File: config.mk
export PLATFORM = sky130hd
export DESIGN_NAME = rect_plotter_flat
export DESIGN_NICKNAME = d
export VERILOG_FILES = /design/src/rtl/rect_plotter_if.sv /design/src/rtl/rect_plotter.sv /design/src/flat_wrapper.sv
export SDC_FILE = /design/constraint.sdc
export NUM_CORES = 1
export LEC_CHECK = 0
export BUFFER_PORTS_ARGS = -buffer_cell sky130_fd_sc_hd__buf_2
export CAP_MARGIN = 20
export CORE_MARGIN = 3
export CORE_UTILIZATION = 52
export CTS_CLUSTER_DIAMETER = 30
export DETAILED_ROUTE_END_ITERATION = 16
export PLACE_DENSITY = 0.81
export REMOVE_ABC_BUFFERS = 1
export SYNTH_ARGS = -nofsm -noshare
export SYNTH_HDL_FRONTEND = slang
export SYNTH_SLANG_ARGS = --single-unit
File: constraint.sdc
create_clock -name clk -period 3.4 [get_ports clk]
set_clock_uncertainty 0.15 [all_clocks]
set_input_delay 0.17 -clock clk [delete_from_list [all_inputs] [get_ports clk]]
set_output_delay 0.17 -clock clk [all_outputs]
set_load 0.1 [all_outputs]
File: src/rtl/rect_plotter_if.sv
// Request/pixel-stream bundle between game logic (master) and rect_plotter (slave).
interface rect_plotter_if;
    logic       startPlot;
    logic [1:0] object;
    logic [7:0] newX;
    logic [6:0] newY;
    logic [7:0] oldX;
    logic [6:0] oldY;
    logic [7:0] sizeX;
    logic [6:0] sizeY;
    logic [7:0] vga_x;
    logic [6:0] vga_y;
    logic [2:0] vga_colour;
    logic       vga_plot;
    logic       busy;
    logic       done;
    logic       missed;

    modport master (
        output startPlot, object, newX, newY, oldX, oldY, sizeX, sizeY,
        input  vga_x, vga_y, vga_colour, vga_plot, busy, done, missed
    );

    modport slave (
        input  startPlot, object, newX, newY, oldX, oldY, sizeX, sizeY,
        output vga_x, vga_y, vga_colour, vga_plot, busy, done, missed
    );
endinterface

File: src/rtl/rect_plotter.sv
// Erases an object's old rectangle then draws its new one, one pixel per clock.
// Optional macro SKIP_OVERLAP_EN suppresses erase writes inside the new rectangle.
module rect_plotter #(
    parameter logic [7:0] MAX_X         = 8'd159,
    parameter logic [6:0] MAX_Y         = 7'd119,
    parameter logic [2:0] BG_COLOUR     = 3'b000,
    parameter logic [2:0] BALL_COLOUR   = 3'b111,
    parameter logic [2:0] PADDLE_COLOUR = 3'b010,
    parameter logic [2:0] BLOCK_COLOUR  = 3'b100
) (
    input  logic          clk,
    input  logic          resetn,
    rect_plotter_if.slave bus
);

    typedef enum logic [1:0] {IDLE, ERASE, DRAW, FIN} state_t;

    state_t     state_q, state_d;
    logic [7:0] new_x_q, new_x_d, old_x_q, old_x_d, size_x_q, size_x_d, off_x_q, off_x_d;
    logic [6:0] new_y_q, new_y_d, old_y_q, old_y_d, size_y_q, size_y_d, off_y_q, off_y_d;
    logic [2:0] obj_colour_q, obj_colour_d;
    logic [7:0] vga_x_q, vga_x_d;
    logic [6:0] vga_y_q, vga_y_d;
    logic [2:0] vga_colour_q, vga_colour_d;
    logic       vga_plot_q, vga_plot_d;
    logic       busy_q, busy_d, done_q, done_d, missed_q, missed_d;

    logic [7:0] base_x;
    logic [6:0] base_y;
    logic [8:0] x_sum;
    logic [7:0] y_sum;
    logic       on_screen, last_col, last_px, erase_keep;

    // Sums are one bit wider than the screen coordinates so off-screen pixels never alias.
    assign base_x    = (state_q == ERASE) ? old_x_q : new_x_q;
    assign base_y    = (state_q == ERASE) ? old_y_q : new_y_q;
    assign x_sum     = {1'b0, base_x} + {1'b0, off_x_q};
    assign y_sum     = {1'b0, base_y} + {1'b0, off_y_q};
    assign on_screen = (x_sum <= {1'b0, MAX_X}) && (y_sum <= {1'b0, MAX_Y});
    assign last_col  = (off_x_q == size_x_q - 8'd1);
    assign last_px   = last_col && (off_y_q == size_y_q - 7'd1);

`ifdef SKIP_OVERLAP_EN
    logic [8:0] new_x_end;
    logic [7:0] new_y_end;
    logic       in_new;
    assign new_x_end  = {1'b0, new_x_q} + {1'b0, size_x_q};
    assign new_y_end  = {1'b0, new_y_q} + {1'b0, size_y_q};
    assign in_new     = (x_sum >= {1'b0, new_x_q}) && (x_sum < new_x_end) &&
                        (y_sum >= {1'b0, new_y_q}) && (y_sum < new_y_end);
    assign erase_keep = !((state_q == ERASE) && in_new);
`else
    assign erase_keep = 1'b1;
`endif

    always_comb begin
        state_d      = state_q;
        new_x_d      = new_x_q;
        new_y_d      = new_y_q;
        old_x_d      = old_x_q;
        old_y_d      = old_y_q;
        size_x_d     = size_x_q;
        size_y_d     = size_y_q;
        obj_colour_d = obj_colour_q;
        off_x_d      = off_x_q;
        off_y_d      = off_y_q;
        vga_x_d      = vga_x_q;
        vga_y_d      = vga_y_q;
        vga_colour_d = vga_colour_q;
        vga_plot_d   = 1'b0;
        busy_d       = 1'b0;
        done_d       = 1'b0;
        missed_d     = missed_q;

        case (state_q)
            IDLE: begin
                // busy_q is still high in the done cycle, so a request there is dropped too.
                if (bus.startPlot && busy_q) begin
                    missed_d = 1'b1;
                end else if (bus.startPlot && (bus.object != 2'b11)) begin
                    new_x_d  = bus.newX;
                    new_y_d  = bus.newY;
                    old_x_d  = bus.oldX;
                    old_y_d  = bus.oldY;
                    size_x_d = bus.sizeX;
                    size_y_d = bus.sizeY;
                    off_x_d  = 8'd0;
                    off_y_d  = 7'd0;
                    case (bus.object)
                        2'b00:   obj_colour_d = BALL_COLOUR;
                        2'b01:   obj_colour_d = PADDLE_COLOUR;
                        default: obj_colour_d = BLOCK_COLOUR;
                    endcase
                    state_d = ((bus.sizeX == 8'd0) || (bus.sizeY == 7'd0)) ? FIN : ERASE;
                end
            end
            ERASE, DRAW: begin
                busy_d       = 1'b1;
                vga_x_d      = x_sum[7:0];
                vga_y_d      = y_sum[6:0];
                vga_colour_d = (state_q == ERASE) ? BG_COLOUR : obj_colour_q;
                vga_plot_d   = on_screen && erase_keep;
                if (bus.startPlot) missed_d = 1'b1;
                if (last_px) begin
                    off_x_d = 8'd0;
                    off_y_d = 7'd0;
                    state_d = (state_q == ERASE) ? DRAW : FIN;
                end else if (last_col) begin
                    off_x_d = 8'd0;
                    off_y_d = off_y_q + 7'd1;
                end else begin
                    off_x_d = off_x_q + 8'd1;
                end
            end
            FIN: begin
                busy_d  = 1'b1;
                done_d  = 1'b1;
                state_d = IDLE;
                if (bus.startPlot) missed_d = 1'b1;
            end
            default: state_d = IDLE;
        endcase
    end

    always_ff @(posedge clk or negedge resetn) begin
        if (!resetn) begin
            state_q      <= IDLE;
            new_x_q      <= '0;
            new_y_q      <= '0;
            old_x_q      <= '0;
            old_y_q      <= '0;
            size_x_q     <= '0;
            size_y_q     <= '0;
            obj_colour_q <= '0;
            off_x_q      <= '0;
            off_y_q      <= '0;
            vga_x_q      <= '0;
            vga_y_q      <= '0;
            vga_colour_q <= BG_COLOUR;
            vga_plot_q   <= 1'b0;
            busy_q       <= 1'b0;
            done_q       <= 1'b0;
            missed_q     <= 1'b0;
        end else begin
            state_q      <= state_d;
            new_x_q      <= new_x_d;
            new_y_q      <= new_y_d;
            old_x_q      <= old_x_d;
            old_y_q      <= old_y_d;
            size_x_q     <= size_x_d;
            size_y_q     <= size_y_d;
            obj_colour_q <= obj_colour_d;
            off_x_q      <= off_x_d;
            off_y_q      <= off_y_d;
            vga_x_q      <= vga_x_d;
            vga_y_q      <= vga_y_d;
            vga_colour_q <= vga_colour_d;
            vga_plot_q   <= vga_plot_d;
            busy_q       <= busy_d;
            done_q       <= done_d;
            missed_q     <= missed_d;
        end
    end

    assign bus.vga_x      = vga_x_q;
    assign bus.vga_y      = vga_y_q;
    assign bus.vga_colour = vga_colour_q;
    assign bus.vga_plot   = vga_plot_q;
    assign bus.busy       = busy_q;
    assign bus.done       = done_q;
    assign bus.missed     = missed_q;

endmodule
File: src/flat_wrapper.sv
// flat-port wrapper written by rule: the top's interface ports become plain ports
module rect_plotter_flat 
#(
    parameter logic [7:0] MAX_X         = 8'd159,
    parameter logic [6:0] MAX_Y         = 7'd119,
    parameter logic [2:0] BG_COLOUR     = 3'b000,
    parameter logic [2:0] BALL_COLOUR   = 3'b111,
    parameter logic [2:0] PADDLE_COLOUR = 3'b010,
    parameter logic [2:0] BLOCK_COLOUR  = 3'b100
)
  (clk, resetn, bus_startPlot, bus_object, bus_newX, bus_newY, bus_oldX, bus_oldY, bus_sizeX, bus_sizeY, bus_vga_x, bus_vga_y, bus_vga_colour, bus_vga_plot, bus_busy, bus_done, bus_missed);
  rect_plotter_if bus_i ();
  input  logic clk;
  input  logic resetn;
  input wire logic [$bits(bus_i.startPlot)-1:0] bus_startPlot;
  input wire logic [$bits(bus_i.object)-1:0] bus_object;
  input wire logic [$bits(bus_i.newX)-1:0] bus_newX;
  input wire logic [$bits(bus_i.newY)-1:0] bus_newY;
  input wire logic [$bits(bus_i.oldX)-1:0] bus_oldX;
  input wire logic [$bits(bus_i.oldY)-1:0] bus_oldY;
  input wire logic [$bits(bus_i.sizeX)-1:0] bus_sizeX;
  input wire logic [$bits(bus_i.sizeY)-1:0] bus_sizeY;
  output wire logic [$bits(bus_i.vga_x)-1:0] bus_vga_x;
  output wire logic [$bits(bus_i.vga_y)-1:0] bus_vga_y;
  output wire logic [$bits(bus_i.vga_colour)-1:0] bus_vga_colour;
  output wire logic [$bits(bus_i.vga_plot)-1:0] bus_vga_plot;
  output wire logic [$bits(bus_i.busy)-1:0] bus_busy;
  output wire logic [$bits(bus_i.done)-1:0] bus_done;
  output wire logic [$bits(bus_i.missed)-1:0] bus_missed;
  assign bus_i.startPlot = bus_startPlot;
  assign bus_i.object = bus_object;
  assign bus_i.newX = bus_newX;
  assign bus_i.newY = bus_newY;
  assign bus_i.oldX = bus_oldX;
  assign bus_i.oldY = bus_oldY;
  assign bus_i.sizeX = bus_sizeX;
  assign bus_i.sizeY = bus_sizeY;
  assign bus_vga_x = bus_i.vga_x;
  assign bus_vga_y = bus_i.vga_y;
  assign bus_vga_colour = bus_i.vga_colour;
  assign bus_vga_plot = bus_i.vga_plot;
  assign bus_busy = bus_i.busy;
  assign bus_done = bus_i.done;
  assign bus_missed = bus_i.missed;
  rect_plotter #(.MAX_X(MAX_X), .MAX_Y(MAX_Y), .BG_COLOUR(BG_COLOUR), .BALL_COLOUR(BALL_COLOUR), .PADDLE_COLOUR(PADDLE_COLOUR), .BLOCK_COLOUR(BLOCK_COLOUR)) u_core (.clk(clk), .resetn(resetn), .bus(bus_i));
endmodule
==> metrics.yaml, run 1 <==
ant_nets: 0
yosys.area.top_type: "dfrtp_1"
io_pins: 72
placed_area_um2: 5204
yosys.area_share.simple_pct: 10.72
crit_slowest_cell: "dfrtp_1"
cp_top_family: "compound AO/OA/AOI/OAI gates"
worstMarginPinSlew_ns: 0.7284
fin_crit_ns: 3.218
ys_seq_area_share_pct: 46.28
cts_tree: "built"
antenna_found_initial: 0
wirelength_mm: 10.09
dpl.hpwl_mm: 7.059
drc: 0
period_share_pct: 94.65
layout.nets: 610
synth_top_family_by_area: "multiplexers"
timing.setup.tns_ns: 0
syn_avg_cell_area_um2: 11.62
core_area_um2: 8763
synth_area_leaders: "dfrtp_1, mux2_2, mux2_1, ha_1, xnor2_1"
critPathRequiredTime_ns: 3.56
rsz0062_at_grt: "false"
post_cts_buffers: 0
timing.fmax_mhz: 310.7
synth_warnings: 0
cts_num_sinks: 87
rows: 34
synth_top_area_share_pct: 46.28
place.gp.congestion: 0.8288
area_growth_pct: 25.64
start_util_pct: 53.68
drv_cap: 0
netlist_area_um2: 4705
finalMaxSlewViolations: 0
netlist-cell-type-count: 54
muxShareOfSynthArea_pct: 17.93
via_per_inst: 5.452
synth_edf_count: 0
die_x_um: 101.1
clock_path_buffers: 2
path_buf_inv: 3
portBuffers: 71
synthArstFlopShare_pct: 100.0
synth-seq-cells: 87
first_iter_violations: 75
cts-buffers-inserted: 9
crit_path_end_kind: "flip-flop"
fin_cells: 646
drive_gt1_share_pct: 27.70
synth_cells: 405
die_area_um2: 10220
crit_path_max_fanout: 4
clk_pin_slew_ns: 0.09
max_stage_delay_ns: 0.42
grt_first_pass_wirelength_mm: 16.97
wl_per_cell_um: 15.62
setup_viol: 0
final_area_um2: 5911
min_path_type: "in -> async"
h-tree-depth: 3
status: "complete, no violations"
grtUsageTotal_pct: 20.73
die_y_um: 101.1
ys.flop_type: "dfrtp_1"
hold_viol_final: 0
relSlewSlack_pct: 51.44
clock_latency_ns: 0.37
overflow: 0
synth-compound-area-share_pct: 9.229
firstDrtPassIters: 4
via_count: 3522
synth_fa_ha_area_share_pct: 7.500
crit_type: "reg -> reg"
cpMostUsedCell: "inv_1"
dp_cells: 579
worstPathCellList: "inv_1 > ha_4 > buf_4 > mux2_2 > ha_1 > inv_1 > fa_1 > nor2b_1 > o21ai_1 > nand2b_1 > a31o_1 > a21o_1 > a2111oi_2 > and4_1"
critPathArrivalTime_ns: 3.38
whs_ns: 0.1965
crit_path_start_kind: "flip-flop"
grt_max_degree: 88
synth_xor_xnor_area_share_pct: 5.957
antenna_cells: 0
cts-root-buf: "clkbuf_8"
grt_pass1_vias: 3654
## final timing paths
check | startpoint | end | slack [ns] | cells past startpoint
max | u_core.state_q[1]$_DFFE_PN0P_ | u_core.bus.vga_plot$_DFF_PN0_ | 0.18 | 14
min reg2reg | u_core.bus.missed$_DFFE_PN0P_ | u_core.bus.missed$_DFFE_PN0P_ | 0.32 | 1
max reg2reg | u_core.state_q[1]$_DFFE_PN0P_ | u_core.bus.vga_plot$_DFF_PN0_ | 0.18 | 14
max in group asynchronous | resetn | u_core.new_y_q[5]$_DFFE_PN0P_ | 2.26 | 3
min | resetn | u_core.size_x_q[2]$_DFFE_PN0P_ | 0.20 | 2
min in group clk | u_core.bus.missed$_DFFE_PN0P_ | u_core.bus.missed$_DFFE_PN0P_ | 0.32 | 1
## per-layer routing
metal	share of wire, %	GRT usage [%]	wire, µm	vias to the layer above
li1	-	-	-	1710
met1	44	26.06	4394	1727
met2	52	35.97	5219	69
met3	3.0	3.045	299	16
met4	1.7	8.078	174	0
met5	0	0	0	-
## cell usage after synthesis (5+ instances only)
library cell	count
dfrtp_1	87
mux2_2	45
mux2_1	29
ha_1	25
nand2_1	25
xnor2_1	23
inv_1	17
a21oi_1	12
nor2_1	12
o21ai_0	11
clkbuf_1	10
xor2_1	9
nand3_1	7
o21ai_1	7
a21o_1	6
nand2b_1	6
nor4_1	6
nor2b_1	5
nor3_1	5
## area by class of cell
class	instances	area, µm²
inverter	17	63.81
fill	668	2853
clock buffer	13	148.9
tap	108	135.1
timing repair buffer	129	930.9
sequential	87	2177
clock inverter	3	18.77
multi-input combinational	289	2436
## cells by family (layout without fill, tap and decap cells)
group | count (synthesis) | after routing
xor gates and xnor gates | 32 | 32
muxes | 75 | 75
and+or+nand+nor | 92 | 92
buffers and inverters | 29 | 162
adders and majority gates | 27 | 27
AOI/OAI and AO/OA | 63 | 63
DFF | 87 | 87
## what timing repair did
| item | CTS | global route |
|---|---|---|
| hold buffers | 50 | 0 |
| gates resized for setup | 0 | 4 |
| endpoints found under the setup margin | 0 | 1 |
| hold endpoints to repair | 136 | 0 |
## sequential cells by signal, summed over array words and instances (netlist names)
register / cells
u_core.bus.vga_y: 7
u_core.bus.missed: 1
u_core.bus.vga_plot: 1
u_core.new_x_q: 8
u_core.off_y_q: 7
u_core.new_y_q: 7
u_core.bus.vga_colour: 3
u_core.off_x_q: 8
u_core.old_y_q: 7
u_core.bus.done: 1
u_core.old_x_q: 8
u_core.size_x_q: 8
u_core.size_y_q: 7
u_core.state_q: 2
u_core.bus.vga_x: 8
u_core.obj_colour_q: 3
u_core.bus.busy: 1
## worst register-to-register path, stage by stage (launching register included)
cell and delay, ns:
dfrtp_1 0.42, inv_1 0.14, ha_4 0.18, buf_4 0.14, mux2_2 0.34, ha_1 0.20
inv_1 0.08, fa_1 0.22, nor2b_1 0.08, o21ai_1 0.14, nand2b_1 0.10, a31o_1 0.25
a21o_1 0.19, a2111oi_2 0.33, and4_1 0.21
## cell usage in the layout (no fill, tap or decap), types with 5 or more instances in the layout
cell type	netlist	routed
o21ai_0	11	11
o21ai_1	7	7
a21oi_1	12	12
nand2b_1	6	5
ha_1	25	24
buf_4	1	8
nor2b_1	5	5
nand2_1	25	25
xor2_1	9	9
dlygate4sd3_1	0	50
mux2_1	29	29
xnor2_1	23	23
buf_2	0	70
mux2_2	45	45
a21o_1	6	6
clkbuf_8	0	10
nor4_1	6	6
nand3_1	7	7
dfrtp_1	87	87
nor2_1	12	12
inv_1	17	17
nor3_1	5	5
## through the flow
stage	util [%]	worst slack (ns)
final	67.45	0.1818
after detailed placement	59.38	0.1340
after global routing	67.45	0.002750
after CTS	67.00	0.04961
after global placement	59.38	0.2528
after floorplan	-	0.1605
Power of run 1 is not shown: default switching activity piles up to over one toggle a cycle in this logic, so the estimate is an artifact.
==> run 2, diff against run 1 <==
CORE_ASPECT_RATIO = 1.4   (was unset)
clock period = 2.8 ns   (was 3.4 ns; I/O delays follow)
==> run 2 against run 1 <==
Net effect:
- the run now ends with negative setup slack left
- non-clock buffer count grew 27
- fmax is 8.1% higher
- sequential share of layout area down 3.0 points
- setup slack got worse by 0.36 ns
- cell area rose by 8.8%
- hold slack worse by 0.088 ns
- count of clock-buffer cells in the layout fell by 2
- utilization grew 6.4 points
==> metrics.yaml, run 2 (synthesis gave the netlist of run 1 again) <==
clk_pin_slew_ns: 0.06
crit_path_end_kind: "flip-flop"
h-tree-depth: 3
finalMaxSlewViolations: 0
wl_per_cell_um: 18.74
relSlewSlack_pct: 65.70
final_cell_mix: "dfrtp_1, buf_2, dlygate4sd3_1"
setup_ws_ns: -0.1776
final_area_um2: 6434
min_path_type: "in -> async"
wirelength_mm: 12.54
critPathArrivalTime_ns: 3.06
period_share_pct: 106.3
first_iter_violations: 212
drc: 0
grtUsageTotal_pct: 22.79
worstMarginPinSlew_ns: 0.5180
setup_viol: 4
overflow: 0
grt_first_pass_wirelength_mm: 18.22
via_per_inst: 5.732
layout_commonest_cell: "dfrtp_1"
timing.fmax_mhz: 335.8
fin_crit_ns: 2.978
cts-buffers-inserted: 9
start_util_pct: 54.02
core_area_um2: 8708
cts_num_sinks: 87
layout.nets: 637
firstDrtPassIters: 4
cts_tree: "built"
crit_path_max_fanout: 5
rsz0062_at_grt: "true"
antenna_found_initial: 0
ant_nets: 0
clock_latency_ns: 0.34
place.gp.congestion: 0.8081
io_pins: 72
drive_gt1_share_pct: 35.11
status: "finished with violations"
antenna_cells: 0
die_y_um: 118.5
portBuffers: 71
area_growth_pct: 36.76
drv_cap: 0
grt_pass1_vias: 3835
filler_cell_count: 539
failed_checks: "negative setup slack"
via_count: 3835
placed_area_um2: 5338
crit_type: "reg -> reg"
hold_viol_final: 0
dpl.hpwl_mm: 7.536
critPathRequiredTime_ns: 2.88
ff2ff_path_depth: 12
clock_path_buffers: 2
crit_path_start_kind: "flip-flop"
die_area_um2: 10240
rows: 40
cts-root-buf: "clkbuf_16"
die_x_um: 86.39
grt_max_degree: 88
## run 2: worst max-delay path: stages, from the launching register on
cell and delay, ns:
dfrtp_1 0.40, inv_2 0.08, ha_4 0.18, buf_4 0.15
mux2_4 0.32, ha_1 0.27, a21o_1 0.17, a21oi_2 0.21
o21bai_1 0.14, a21oi_2 0.25, xnor2_2 0.17, nand4_1 0.14
and4_1 0.23
## run 2: final cells by class
type	instances	area (µm²)	share of cell area, %
sequential	87	2177	33.84
clock buffer	11	242.7	3.773
timing repair buffer	156	1170	18.18
multi-input combinational	289	2626	40.82
clock inverter	4	22.52	0.3501
inverter	17	63.81	0.9918
tap	105	131.4	2.042
## run 2: path summary, 6_finish.rpt
| kind | from | to | slack [ns] |
|---|---|---|---|
| hold reg to reg | u_core.old_x_q[4]$_DFFE_PN0P_ | u_core.old_x_q[4]$_DFFE_PN0P_ | 0.34 |
| setup / recovery | u_core.state_q[1]$_DFFE_PN0P_ | u_core.bus.vga_plot$_DFF_PN0_ | -0.18 |
| setup reg to reg | u_core.state_q[1]$_DFFE_PN0P_ | u_core.bus.vga_plot$_DFF_PN0_ | -0.18 |
| hold / removal | resetn | u_core.new_y_q[4]$_DFFE_PN0P_ | 0.11 |
| max in group asynchronous | resetn | u_core.bus.vga_y[6]$_DFFE_PN0N_ | 1.78 |
| min in group clk | u_core.old_x_q[4]$_DFFE_PN0P_ | u_core.old_x_q[4]$_DFFE_PN0P_ | 0.34 |
## run 2: per-stage QoR
step	utilization (%)	TNS, ns	instances	setup slack [ns]	hold WS (ns)
after floorplan	-	-11.10	393	-0.4395	-0.3056
after global placement	61.29	-0.3743	591	-0.1743	0.2018
after detailed placement	61.29	-0.8398	591	-0.3059	0.2068
after CTS	71.28	0	659	0.006370	0.3447
after global routing	73.88	-0.5814	669	-0.2182	0.1367
final	73.88	-0.3601	669	-0.1776	0.1088
## run 2: layer usage
metal | wire, µm | vias to the layer above | track usage [%]
met4 | 529 | 0 | 10.43
met5 | 0 | - | 0
met2 | 6997 | 88 | 40.95
met1 | 4646 | 1943 | 25.07
li1 | - | 1766 | -
met3 | 363 | 38 | 4.672
## run 2: repair_timing
| item | in CTS | in global routing |
|---|---|---|
| endpoints found under the hold margin | 136 | 0 |
| cloned | 0 | 0 |
| buffers inserted | 3 | 9 |
| resized for setup | 18 | 21 |
| hold buffers | 50 | 0 |
| endpoints found under the setup margin | 6 | 12 |
| pin swaps | 8 | 19 |
Power of run 2 is left out for the same reason.
==> run 3, diff against run 2 <==
HOLD_SLACK_MARGIN = 0.12   (was unset)
==> run 3 against run 2 <==
Net effect:
- the flow still finishes with violations (negative setup slack)
- fmax up 0.14%
- non-clock buffer count grew 1
- cell area is 0.16% higher
- hold slack got worse by 0.0032 ns
- sequential share of layout area down 0.053 points
- global-route usage rose by 0.12 points
- flip-flop and latch count unchanged
- routed wire length increased by 0.78%
- critical path type unchanged
==> metrics.yaml, run 3 (synthesis gave the netlist of run 1 again) <==
status: "finished with violations"
failed_checks: "negative setup slack"
finalMaxSlewViolations: 0
h-tree-depth: 3
crit_path_start_kind: "flip-flop"
worstMarginPinSlew_ns: 0.5127
layout.nets: 638
drive_gt1_share_pct: 35.04
via_per_inst: 5.760
wl_per_cell_um: 18.86
critPathRequiredTime_ns: 2.88
cts_num_sinks: 87
cts_tree: "built"
cts-buffers-inserted: 9
cp-endpoint: "u_core.bus.vga_plot$_DFF_PN0_"
first_iter_violations: 198
rows: 40
drc: 0
firstDrtPassIters: 4
min_path_type: "in -> async"
crit_path_max_fanout: 5
dpl.hpwl_mm: 7.536
ff2ff_path_depth: 12
io_pins: 72
layout_commonest_cell: "dfrtp_1"
area_growth_pct: 36.97
whs_ns: 0.1056
wirelength_mm: 12.64
period_share_pct: 106.2
place.gp.congestion: 0.8081
hold_viol_final: 0
portBuffers: 71
cts-root-buf: "clkbuf_16"
relSlewSlack_pct: 66.05
reg2reg_to: "u_core.bus.vga_plot$_DFF_PN0_"
setup_ws_ns: -0.1735
clock_latency_ns: 0.34
timing.fmax_mhz: 336.3
grt_first_pass_wirelength_mm: 18.33
antenna_found_initial: 0
setup_viol: 4
rsz0062_at_grt: "true"
die_x_um: 86.39
start_util_pct: 54.02
grt_pass1_vias: 3852
grt_max_degree: 88
timing.rr.start: "u_core.state_q[1]$_DFFE_PN0P_"
crit_type: "reg -> reg"
clk_pin_slew_ns: 0.06
core_area_um2: 8708
clock_path_buffers: 2
drv_cap: 0
critPathLaunch: "u_core.state_q[1]$_DFFE_PN0P_"
critPathArrivalTime_ns: 3.05
final_cell_mix: "dfrtp_1, buf_2, dlygate4sd3_1"
rrSetupSlack_ns: -0.17
ant_nets: 0
crit_path_end_kind: "flip-flop"
overflow: 0
via_count: 3859
antenna_cells: 0
grtUsageTotal_pct: 22.90
die_area_um2: 10240
die_y_um: 118.5
fin_crit_ns: 2.973
run 3: worst max-delay path, cell delays in order (launching register included):
cell,delay (ns)
dfrtp_1,0.40
inv_2,0.08
ha_4,0.18
buf_4,0.15
mux2_4,0.32
ha_1,0.27
a21o_1,0.17
a21oi_2,0.20
o21bai_1,0.14
a21oi_2,0.25
xnor2_2,0.17
nand4_1,0.14
and4_1,0.23
run 3: through the flow:
step	utilization, %	instances	setup slack [ns]	instance area [µm²]	TNS (ns)
3_5_place_dp	61.29	591	-0.3059	5338	-0.8398
5_1_grt	73.99	670	-0.2182	6444	-0.5831
6_report	73.99	670	-0.1735	6444	-0.3655
4_1_cts	71.39	660	0.006370	6217	0
3_3_place_gp	61.29	591	-0.1743	5338	-0.3743
2_1_floorplan	-	393	-0.4395	4656	-11.10
run 3: worst min-delay path by stage:
stage	start	depth (start not counted)	endpoint
floorplan	resetn	0	u_core.bus.busy$_DFF_PN0_
global placement	bus_oldY[0]	2	u_core.old_y_q[0]$_DFFE_PN0P_
detailed placement	bus_newX[3]	2	u_core.new_x_q[3]$_DFFE_PN0P_
CTS	u_core.old_x_q[4]$_DFFE_PN0P_	1	u_core.old_x_q[4]$_DFFE_PN0P_
global route	resetn	2	u_core.new_y_q[5]$_DFFE_PN0P_
finish	resetn	2	u_core.new_y_q[4]$_DFFE_PN0P_
run 3: final cells by class:
| cell class | instances | area, µm² |
|---|---|---|
| clock inverters | 4 | 22.52 |
| clock buffers | 11 | 242.7 |
| inverters | 17 | 63.81 |
| fillers | 537 | 2265 |
| multi-input cells | 289 | 2626 |
| repair buffers | 157 | 1180 |
| well taps | 105 | 131.4 |
| flip-flops and latches | 87 | 2177 |
run 3: timing repair:
| item | 4_1_cts | 5_1_grt |
|---|---|---|
| setup buffers | 3 | 9 |
| hold endpoints to repair | 136 | 0 |
| setup endpoints to repair | 6 | 12 |
| pin swaps | 8 | 19 |
| resized for setup | 18 | 21 |
| hold buffers | 51 | 0 |
run 3: metal layers:
metal	vias to the layer above	track usage [%]	routed length, µm
met5	-	0	0
met4	0	10.43	473
met3	31	4.672	489
met2	136	41.09	7034
met1	1932	25.30	4637
li1	1760	-	-
Power of run 3 is left out for the same reason.
